`config.mk`:
```
export PLATFORM = sky130hd
export DESIGN_NAME = ps2_host_tx
export DESIGN_NICKNAME = d
export VERILOG_FILES = /design/src/rtl/ps2_pkg.sv /design/src/rtl/ps2_line_filter.sv /design/src/rtl/ps2_host_tx.sv
export SDC_FILE = /design/constraint.sdc
export NUM_CORES = 1
export LEC_CHECK = 0
export ABC_AREA = 1
export BUFFER_PORTS_ARGS = -buffer_cell sky130_fd_sc_hd__buf_2
export CORE_UTILIZATION = 40
export CTS_BUF_LIST = sky130_fd_sc_hd__clkbuf_2
export CTS_CLUSTER_DIAMETER = 100
export DETAILED_ROUTE_END_ITERATION = 16
export SETUP_SLACK_MARGIN = 0.2
export SLEW_MARGIN = 20
export SYNTH_ARGS = -nofsm -noshare
export SYNTH_HDL_FRONTEND = slang
export SYNTH_SLANG_ARGS = --single-unit
```
`constraint.sdc`:
```
create_clock -name clk -period 1.9 [get_ports clk]
set_clock_uncertainty 0.05 [all_clocks]
set_input_delay 0.19 -clock clk [delete_from_list [all_inputs] [get_ports clk]]
set_output_delay 0.19 -clock clk [all_outputs]
set_load 0.02 [all_outputs]
```
`src/rtl/ps2_pkg.sv`:
```
// Shared types and constants for the PS/2 host-side blocks.
package ps2_pkg;

  typedef enum logic [2:0] {
    IDLE,
    INHIBIT,
    REQ,
    DATA,
    ACK,
    WAIT_IDLE,
    ABORT
  } ps2_state_e;

  typedef enum logic [1:0] {
    ERR_OK       = 2'b00,
    ERR_NOACK    = 2'b01,
    ERR_START_TO = 2'b10,
    ERR_XFER_TO  = 2'b11
  } ps2_err_e;

  localparam logic [7:0] PS2_CMD_SET_LEDS = 8'hED;
  localparam logic [7:0] PS2_CMD_RESET    = 8'hFF;
  localparam logic [7:0] PS2_RSP_ACK      = 8'hFA;

  function automatic int ps2_max3(input int a, input int b, input int c);
    int m;
    m = (a > b) ? a : b;
    return (m > c) ? m : c;
  endfunction

endpackage

```
`src/rtl/ps2_line_filter.sv`:
```
// Synchronizes one raw PS/2 line and only follows it after FILTER_LEN equal samples.
module ps2_line_filter #(
  parameter int FILTER_LEN = 19
) (
  input  logic clk,
  input  logic rst_n,
  input  logic raw,
  output logic filt
);
  localparam int CW = $clog2(FILTER_LEN + 1);
  localparam logic [CW-1:0] LAST = CW'(FILTER_LEN - 1);

  logic [1:0]    sync_q;
  logic [CW-1:0] cnt_q;

  // Idle bus level is high, so everything resets to 1.
  always_ff @(posedge clk or negedge rst_n) begin
    if (!rst_n) begin
      sync_q <= 2'b11;
      cnt_q  <= '0;
      filt   <= 1'b1;
    end else begin
      sync_q <= {sync_q[0], raw};
      if (sync_q[1] == filt) begin
        cnt_q <= '0;
      end else if (cnt_q == LAST) begin
        filt  <= sync_q[1];
        cnt_q <= '0;
      end else begin
        cnt_q <= cnt_q + CW'(1);
      end
    end
  end

endmodule

```
`src/rtl/ps2_host_tx.sv`:
```
// PS/2 host-to-device command transmitter: inhibit, request-to-send, clock out
// 8 data bits + odd parity + stop on device clocks, then sample the device ACK.
module ps2_host_tx
  import ps2_pkg::*;
#(
  parameter int INHIBIT_CYCLES = 5000,
  parameter int START_TIMEOUT  = 750000,
  parameter int XFER_TIMEOUT   = 100000,
  parameter int FILTER_LEN     = 19
) (
  input  logic       clk,
  input  logic       rst_n,
  input  logic [7:0] tx_data,
  input  logic       tx_valid,
  output logic       tx_ready,
  input  logic       kclk_i,
  input  logic       kdata_i,
  output logic       kclk_oe,
  output logic       kdata_oe,
  output logic       rx_block,
  output logic       done,
  output logic [1:0] err
);
  localparam int CW = $clog2(ps2_max3(INHIBIT_CYCLES, START_TIMEOUT, XFER_TIMEOUT) + 1);
  localparam logic [CW-1:0] CNT_MAX  = {CW{1'b1}};
  localparam logic [CW-1:0] INH_PRE  = CW'(INHIBIT_CYCLES - 2);
  localparam logic [CW-1:0] INH_LAST = CW'(INHIBIT_CYCLES - 1);
  localparam logic [CW-1:0] ST_LAST  = CW'(START_TIMEOUT - 1);
  localparam logic [CW-1:0] XT_LAST  = CW'(XFER_TIMEOUT - 1);
  localparam logic [3:0]    STOP_CNT = 4'd9;

  ps2_state_e    state_q, state_d;
  logic [CW-1:0] cnt_q, cnt_d, cnt_inc;
  logic [3:0]    bit_q, bit_d;
  logic [9:0]    shift_q, shift_d;
  logic          kd_q, kd_d;
  logic [1:0]    err_q, err_d;

  logic [1:0] line_raw, line_filt;
  logic       kclk_f, kdata_f, kclk_prev, fall;

  // Index 0 = kclk, index 1 = kdata.
  assign line_raw = {kdata_i, kclk_i};

  for (genvar g = 0; g < 2; g++) begin : g_filt
    ps2_line_filter #(.FILTER_LEN(FILTER_LEN)) u_filt (
      .clk  (clk),
      .rst_n(rst_n),
      .raw  (line_raw[g]),
      .filt (line_filt[g])
    );
  end

  assign kclk_f  = line_filt[0];
  assign kdata_f = line_filt[1];

  always_ff @(posedge clk or negedge rst_n) begin
    if (!rst_n) begin
      kclk_prev <= 1'b1;
      fall      <= 1'b0;
    end else begin
      kclk_prev <= kclk_f;
      fall      <= kclk_prev & ~kclk_f;
    end
  end

  always_ff @(posedge clk or negedge rst_n) begin
    if (!rst_n) begin
      state_q <= IDLE;
      cnt_q   <= '0;
      bit_q   <= '0;
      shift_q <= '1;
      kd_q    <= 1'b0;
      err_q   <= ERR_OK;
    end else begin
      state_q <= state_d;
      cnt_q   <= cnt_d;
      bit_q   <= bit_d;
      shift_q <= shift_d;
      kd_q    <= kd_d;
      err_q   <= err_d;
    end
  end

  assign cnt_inc = (cnt_q == CNT_MAX) ? cnt_q : cnt_q + CW'(1);

  always_comb begin
    state_d = state_q;
    cnt_d   = cnt_inc;
    bit_d   = bit_q;
    shift_d = shift_q;
    kd_d    = kd_q;
    err_d   = err_q;
    done    = 1'b0;

    case (state_q)
      IDLE: begin
        kd_d  = 1'b0;
        cnt_d = '0;
        if (tx_valid) begin
          shift_d = {1'b1, ~^tx_data, tx_data};
          state_d = INHIBIT;
        end
      end
      INHIBIT: begin
        // Start bit goes onto kdata one cycle before kclk is let go.
        if (cnt_q == INH_PRE) kd_d = 1'b1;
        if (cnt_q >= INH_LAST) begin
          kd_d    = 1'b1;
          cnt_d   = '0;
          state_d = REQ;
        end
      end
      REQ: begin
        if (fall) begin
          kd_d    = ~shift_q[0];
          shift_d = {1'b1, shift_q[9:1]};
          bit_d   = 4'd1;
          cnt_d   = '0;
          state_d = DATA;
        end else if (cnt_q >= ST_LAST) begin
          kd_d    = 1'b0;
          err_d   = ERR_START_TO;
          state_d = ABORT;
        end
      end
      DATA: begin
        if (cnt_q >= XT_LAST) begin
          kd_d    = 1'b0;
          err_d   = ERR_XFER_TO;
          state_d = ABORT;
        end else if (fall) begin
          kd_d    = ~shift_q[0];
          shift_d = {1'b1, shift_q[9:1]};
          bit_d   = bit_q + 4'd1;
          if (bit_q == STOP_CNT) state_d = ACK;
        end
      end
      ACK: begin
        if (cnt_q >= XT_LAST) begin
          kd_d    = 1'b0;
          err_d   = ERR_XFER_TO;
          state_d = ABORT;
        end else if (fall) begin
          kd_d    = 1'b0;
          err_d   = kdata_f ? ERR_NOACK : ERR_OK;
          state_d = WAIT_IDLE;
        end
      end
      WAIT_IDLE: begin
        kd_d = 1'b0;
        if (kclk_f && kdata_f) begin
          done    = 1'b1;
          state_d = IDLE;
        end
      end
      ABORT: begin
        kd_d    = 1'b0;
        done    = 1'b1;
        state_d = IDLE;
      end
      default: begin
        kd_d    = 1'b0;
        state_d = IDLE;
      end
    endcase
  end

  assign tx_ready = (state_q == IDLE);
  assign rx_block = (state_q != IDLE);
  assign kclk_oe  = (state_q == INHIBIT);
  assign kdata_oe = kd_q;
  assign err      = err_q;

endmodule

```
# Word level (Yosys, flattened, before mapping)
# Cells that the tools add are included.
[op_classes]
add_sub_neg = 4
order_cmp = 3
n_eq_ne = 27
mux = 45
n_bitwise = 5
n_reduce_logical = 14
[ops]
columns = ["cell", "n"]
rows = [
  ["$mux 20", 3],
  ["$pmux 20 s3", 1],
  ["$mux 10", 3],
  ["$mux 3", 10],
  ["$pmux 10 s3", 1],
  ["$add 20x1->20 const B", 1],
  ["$eq 20x13->1 const B", 1],
  ["$eq 20x20->1 const B", 1],
  ["$ge 20x13->1 const B", 1],
  ["$ge 20x17->1 const B", 1],
  ["$ge 20x20->1 const B", 1],
  ["$mux 5", 4],
  ["$pmux 3 s6", 1],
  ["$ne 2x2->1 const B", 8],
  ["$mux 4", 3],
  ["$ne 3x3->1 const B", 4],
  ["$add 5x1->5 const B", 2],
  ["$eq 5x5->1 const B", 2],
  ["$mux 1", 10],
  ["$mux 2", 5],
  ["$eq 3x3->1 const B", 3],
  ["$reduce_bool 3->1", 3],
  ["$pmux 4 s2", 1],
  ["$reduce_and 4->1", 2],
  ["20 further kinds", 26],
]
[totals]
regBits = 58
input_bits = 13
out_inout_bits = 7
wordCells = 112

# Depth between registers and ports, before layout
[depth]
word_depth = 5
mapped_depth = 12
ltp_nobuf = 12

# Cells and area by module
# A second synthesis with hierarchy kept.
[hier_totals]
cells_unflattened = 466
area_unflattened_um2 = 3608.5
[modules_own_cells]
columns = ["mod", "n_inst", "cells_each", "area_each_um2", "seq_area_each_um2"]
rows = [
  ["ps2_host_tx", 1, 388, 2892.8, 1038.5],
  ["ps2_line_filter", 2, 39, 357.8, 203.9],
]

# Worst setup path after synthesis
# No wires, ideal clock.
[synth_path]
kind = "register to register"
from = "register cnt_q[1]"
to = "register bit_q[1]"
setup_time_ns = 0.128
arrival_time_ns = 1.496
t_required_ns = 1.722
setup_slack_ns = 0.226
path_stages_with_launch = 10
n_path_buf = 0
period_less_slack_ns = 1.674
cell_sequence = "dfrtp_1 > ha_1 > nand3_2 > clkinv_1 > nand3_1 > nand3_2 > nand2_2 > nand2_1 > a21oi_2 > o21ai_0"
[synth_between]
elab_chain_cells = 3
[synth_rtl]
columns = ["element", "line", "rtl"]
rows = [
  ["start, declared", "ps2_host_tx.sv:33", "logic [CW-1:0] cnt_q, cnt_d, cnt_inc;"],
  ["start signal, assigned", "ps2_host_tx.sv:77", "cnt_q <= cnt_d;"],
  ["$ge 20x17->1", "ps2_host_tx.sv:128", "if (cnt_q >= XT_LAST) begin"],
  ["$ne 2x2->1 (no line)", "-", ""],
  ["$reduce_and 4->1 (no line)", "-", ""],
  ["end signal, assigned", "ps2_host_tx.sv:78", "bit_q <= bit_d;"],
  ["end, declared", "ps2_host_tx.sv:34", "logic [3:0] bit_q, bit_d;"],
]
# Every way passes these cells.
# A chain may end at the register's enable or synchronous reset.

# Worst setup path in the final report
[layout_path]
from = "register cnt_q[1]"
to = "register cnt_q[5]"
[layout_between]
elab_chain_cells = 4
word_cells_on_any_way = 7
classes_between = "1 x add/sub; 1 x order compare; 1 x eq/ne; 4 x mux"
[layout_rtl]
columns = ["element", "line", "rtl"]
rows = [
  ["$add 20x1->20 / $eq 20x20->1 (equally long branches)", "ps2_host_tx.sv:85", "assign cnt_inc = (cnt_q == CNT_MAX) ? cnt_q : cnt_q + CW'(1);"],
  ["$mux 20", "ps2_host_tx.sv:85", ""],
  ["$mux 20 (on tied branches)", "ps2_host_tx.sv:115, ps2_host_tx.sv:108", ""],
  ["$pmux 20 s3 *", "ps2_host_tx.sv:96", "case (state_q)"],
  ["net cnt_d[5]", "ps2_host_tx.sv:33", ""],
]
# The timed path passes the listed nets; every way through them passes the cells marked *.

==> metrics <==
DR pass1 iterations 5; Die W around 95 µm; Slew Limit Fails 0; share of post-route cells with drive strength above 1 36.2%; port bufs 19; critical path peak fanout 5; RSZ-0062 raised after global routing true; worst path required time roughly 2.3 ns; dominant cell type by area after synthesis dfrtp_1; Max clock buf depth 2; 1st-iter DRT viols 196; CP Capture Point cnt_q[5]; critical path startpoint category flip-flop; Post-Synthesis Cells 452; number of synthesized flops with an enable pin 0; ant diodes 0; largest net degree at the start of global routing 37; Crit. End Element flip-flop; synth top area cells dfrtp_1, dfstp_2, nand2_1; Worst path max stage delay ~0.44 ns; CP cell instances ha_4, nand3_4, nor2_4, nand4_4, nor2_4, nand2_4, nand2_1, o21ai_2, a21oi_1; Cell Rows 33; crit path launch cnt_q[1]; CTS tree done; Mean Syn Cell Area between 7 and 8 µm²; Final Hold Fails 0; max-cap violations 0; r2r worst-path depth 9; total CTS buffers 9; Top Ports 20; Slew @ Worst Pin ~0.54 ns; FF-to-FF setup slack 0.13 ns; die area between 0.009 and 0.01 mm²; setup violators final 0; Routed WL a little over 9000 µm; Vias/cell 5.15; Max IR drop VDD ~0.6 mV; Top cell by count, worst path nor2_4; initial cell density of the core around two fifths; vias in the first global route around 3,000; number of routed nets with antenna violations 0; Synth Cell Area 0.00348 mm²; Yosys reg bits 57; Sink Count 57; reg-to-reg startpoint cnt_q[1]; clock-pin slew on the worst setup and hold paths 0.22 ns; first-pass GRT wire length approximately 14,000 µm; setup TNS 0 ns; fmax roughly 560 MHz; synth warn 0; Clock Latency Late Sink roughly 0.52 ns; status finished clean; grt total ovfl 0; Synth top area share between 20% and 30%; Pwr Density 1070 mW/mm²; Reg-to-Reg End cnt_q[5]; final hold slack about 0.10 ns; Mapped Nets about 470; slowest CP cell dfrtp_1; CTS H-tree depth 3; clock root cell clkbuf_2; post-synthesis cell type count 34; RePlAce Congestion about 0.96; LEAKAGE 0.00227 µW; Slew headroom ~64%; Worst Path Arrival approximately 2.2 ns; multi-input gate area in the final layout 0.00209 mm²; most common cell after layout, fill and taps aside nand2_1; core area about 0.0083 mm²; Hold WC Path Type in -> async; Final Critical Period 1.77 ns; CP Class reg -> reg; initial antenna violation count 0; area grow syn2layout 33.3%; Total Nets Final approximately 550; register area 0.00147 mm²; Seq/Total Area, Yosys approximately two fifths; Global Route Usage Sum 20.5%; Main synth FF type dfrtp_1; HPWL Detailed a little over 6000 µm; # fillers about 750; most frequent cells in the layout nand2_1, inv_1, nor2_1; Tcrit/Tclk final between 90% and 100%; DRC errors left 0; routed len/inst 14.3 µm; Async S/R FF share, synth 100%; Die H approximately 95 µm; DR vias 3,299
metrics by stage:
stage / cells / total power (µW) / worst slack (ns) / area [µm²] / utilization (%)
floorplan: 452 / 2970 / 0.226 / 3480 / -
global placement: 585 / 3380 / 0.0815 / 3800 / 45.5
detailed placement: 585 / 3420 / 0.0311 / 3800 / 45.5
CTS: 621 / 4620 / 0.154 / 4200 / 50.4
global route: 641 / 5310 / 0.0378 / 4640 / 55.7
finish: 641 / 4970 / 0.127 / 4640 / 55.7
area by class of cell:
| type | count | area share [%] |
|---|---|---|
| Multi-Input combinational cell | 326 | 45.0 |
| Sequential cell | 57 | 31.5 |
| Timing Repair Buffer | 69 | 11.7 |
| Inverter | 68 | 5.71 |
| Tap cell | 105 | 2.83 |
| Clock inverter | 7 | 2.21 |
| Clock buffer | 9 | 0.970 |
critical path: cells and delay by family (launching register included):
| kind | cells | cell delay [ns] |
|---|---|---|
| adders and majority gates | 1 | 0.18 |
| AOI/OAI and AO/OA | 2 | 0.17 |
| DFF | 1 | 0.44 |
| and+or+nand+nor | 6 | 0.86 |
registers in the layout, summed over array words and instances, names as in the netlist:
| name | flops |
|---|---|
| g_filt.u_filt.sync_q | 4 |
| state_q | 3 |
| kclk_prev | 1 |
| cnt_q | 20 |
| g_filt.u_filt.filt | 2 |
| bit_q | 4 |
| shift_q | 9 |
| fall | 1 |
| g_filt.u_filt.cnt_q | 10 |
| kdata_oe | 1 |
| err | 2 |
report_power, final:
group | switching (µW) | internal (µW) | leakage, µW | total [µW]
logic | 1380 | 900 | 0.00149 | 2280
clock network | 536 | 447 | 0.0000827 | 983
registers | 197 | 1510 | 0.000698 | 1710
total | 2120 | 2850 | 0.00227 | 4970
logic make-up after synthesis:
| family | share of synthesized area, % |
|---|---|
| flip-flops | 41.5 |
| XOR/XNOR | 5.78 |
| AND/OR/NAND/NOR | 31.2 |
| adder cells (fa/ha/maj) | 2.87 |
| multiplexers | 2.94 |
| AO/OA/AOI/OAI | 7.65 |
| buffers and inverters | 8.04 |
Yosys cell counts, types with 4 or more instances:
cell type / count
nand2_1: 103
xor2_1: 15
o21ai_1: 19
ha_1: 8
inv_1: 55
nor3_1: 9
o21ai_0: 10
nand2_2: 4
xnor2_1: 8
dfrtp_1: 41
nor2_1: 46
nand3_1: 44
mux2i_1: 8
inv_2: 12
a21oi_1: 15
nand4_1: 9
dfstp_2: 16
what timing repair did:
action | in CTS | in global routing
pin swaps | 6 | 24
cloned | 0 | 3
setup endpoints to repair | 41 | 43
hold buffers | 11 | 0
buffers inserted | 9 | 17
hold endpoints to repair | 43 | 0
resized for setup | 25 | 82
per-layer routing:
| metal | up-vias | track usage (%) | wire length [µm] |
|---|---|---|---|
| met5 | - | 0 | 0 |
| met4 | 0 | 6.82 | 167 |
| met3 | 15 | 6.38 | 394 |
| met2 | 86 | 32.4 | 4500 |
| met1 | 1582 | 26.6 | 4120 |
| li1 | 1616 | - | - |
worst min path at each step:
stage | startpoint | endpoint | slack [ns] | cells after the start
floorplan | rst_n | bit_q[0] | -0.16 | 0
global placement | rst_n | g_filt[0].u_filt.cnt_q[2] | 0.14 | 1
detailed placement | rst_n | g_filt[0].u_filt.cnt_q[3] | 0.16 | 1
CTS | rst_n | g_filt[0].u_filt.cnt_q[2] | 0.10 | 2
global route | tx_valid | shift_q[1] | 0.09 | 5
finish | rst_n | cnt_q[6] | 0.10 | 2
Note: power is estimated with default switching activity, not from simulation.
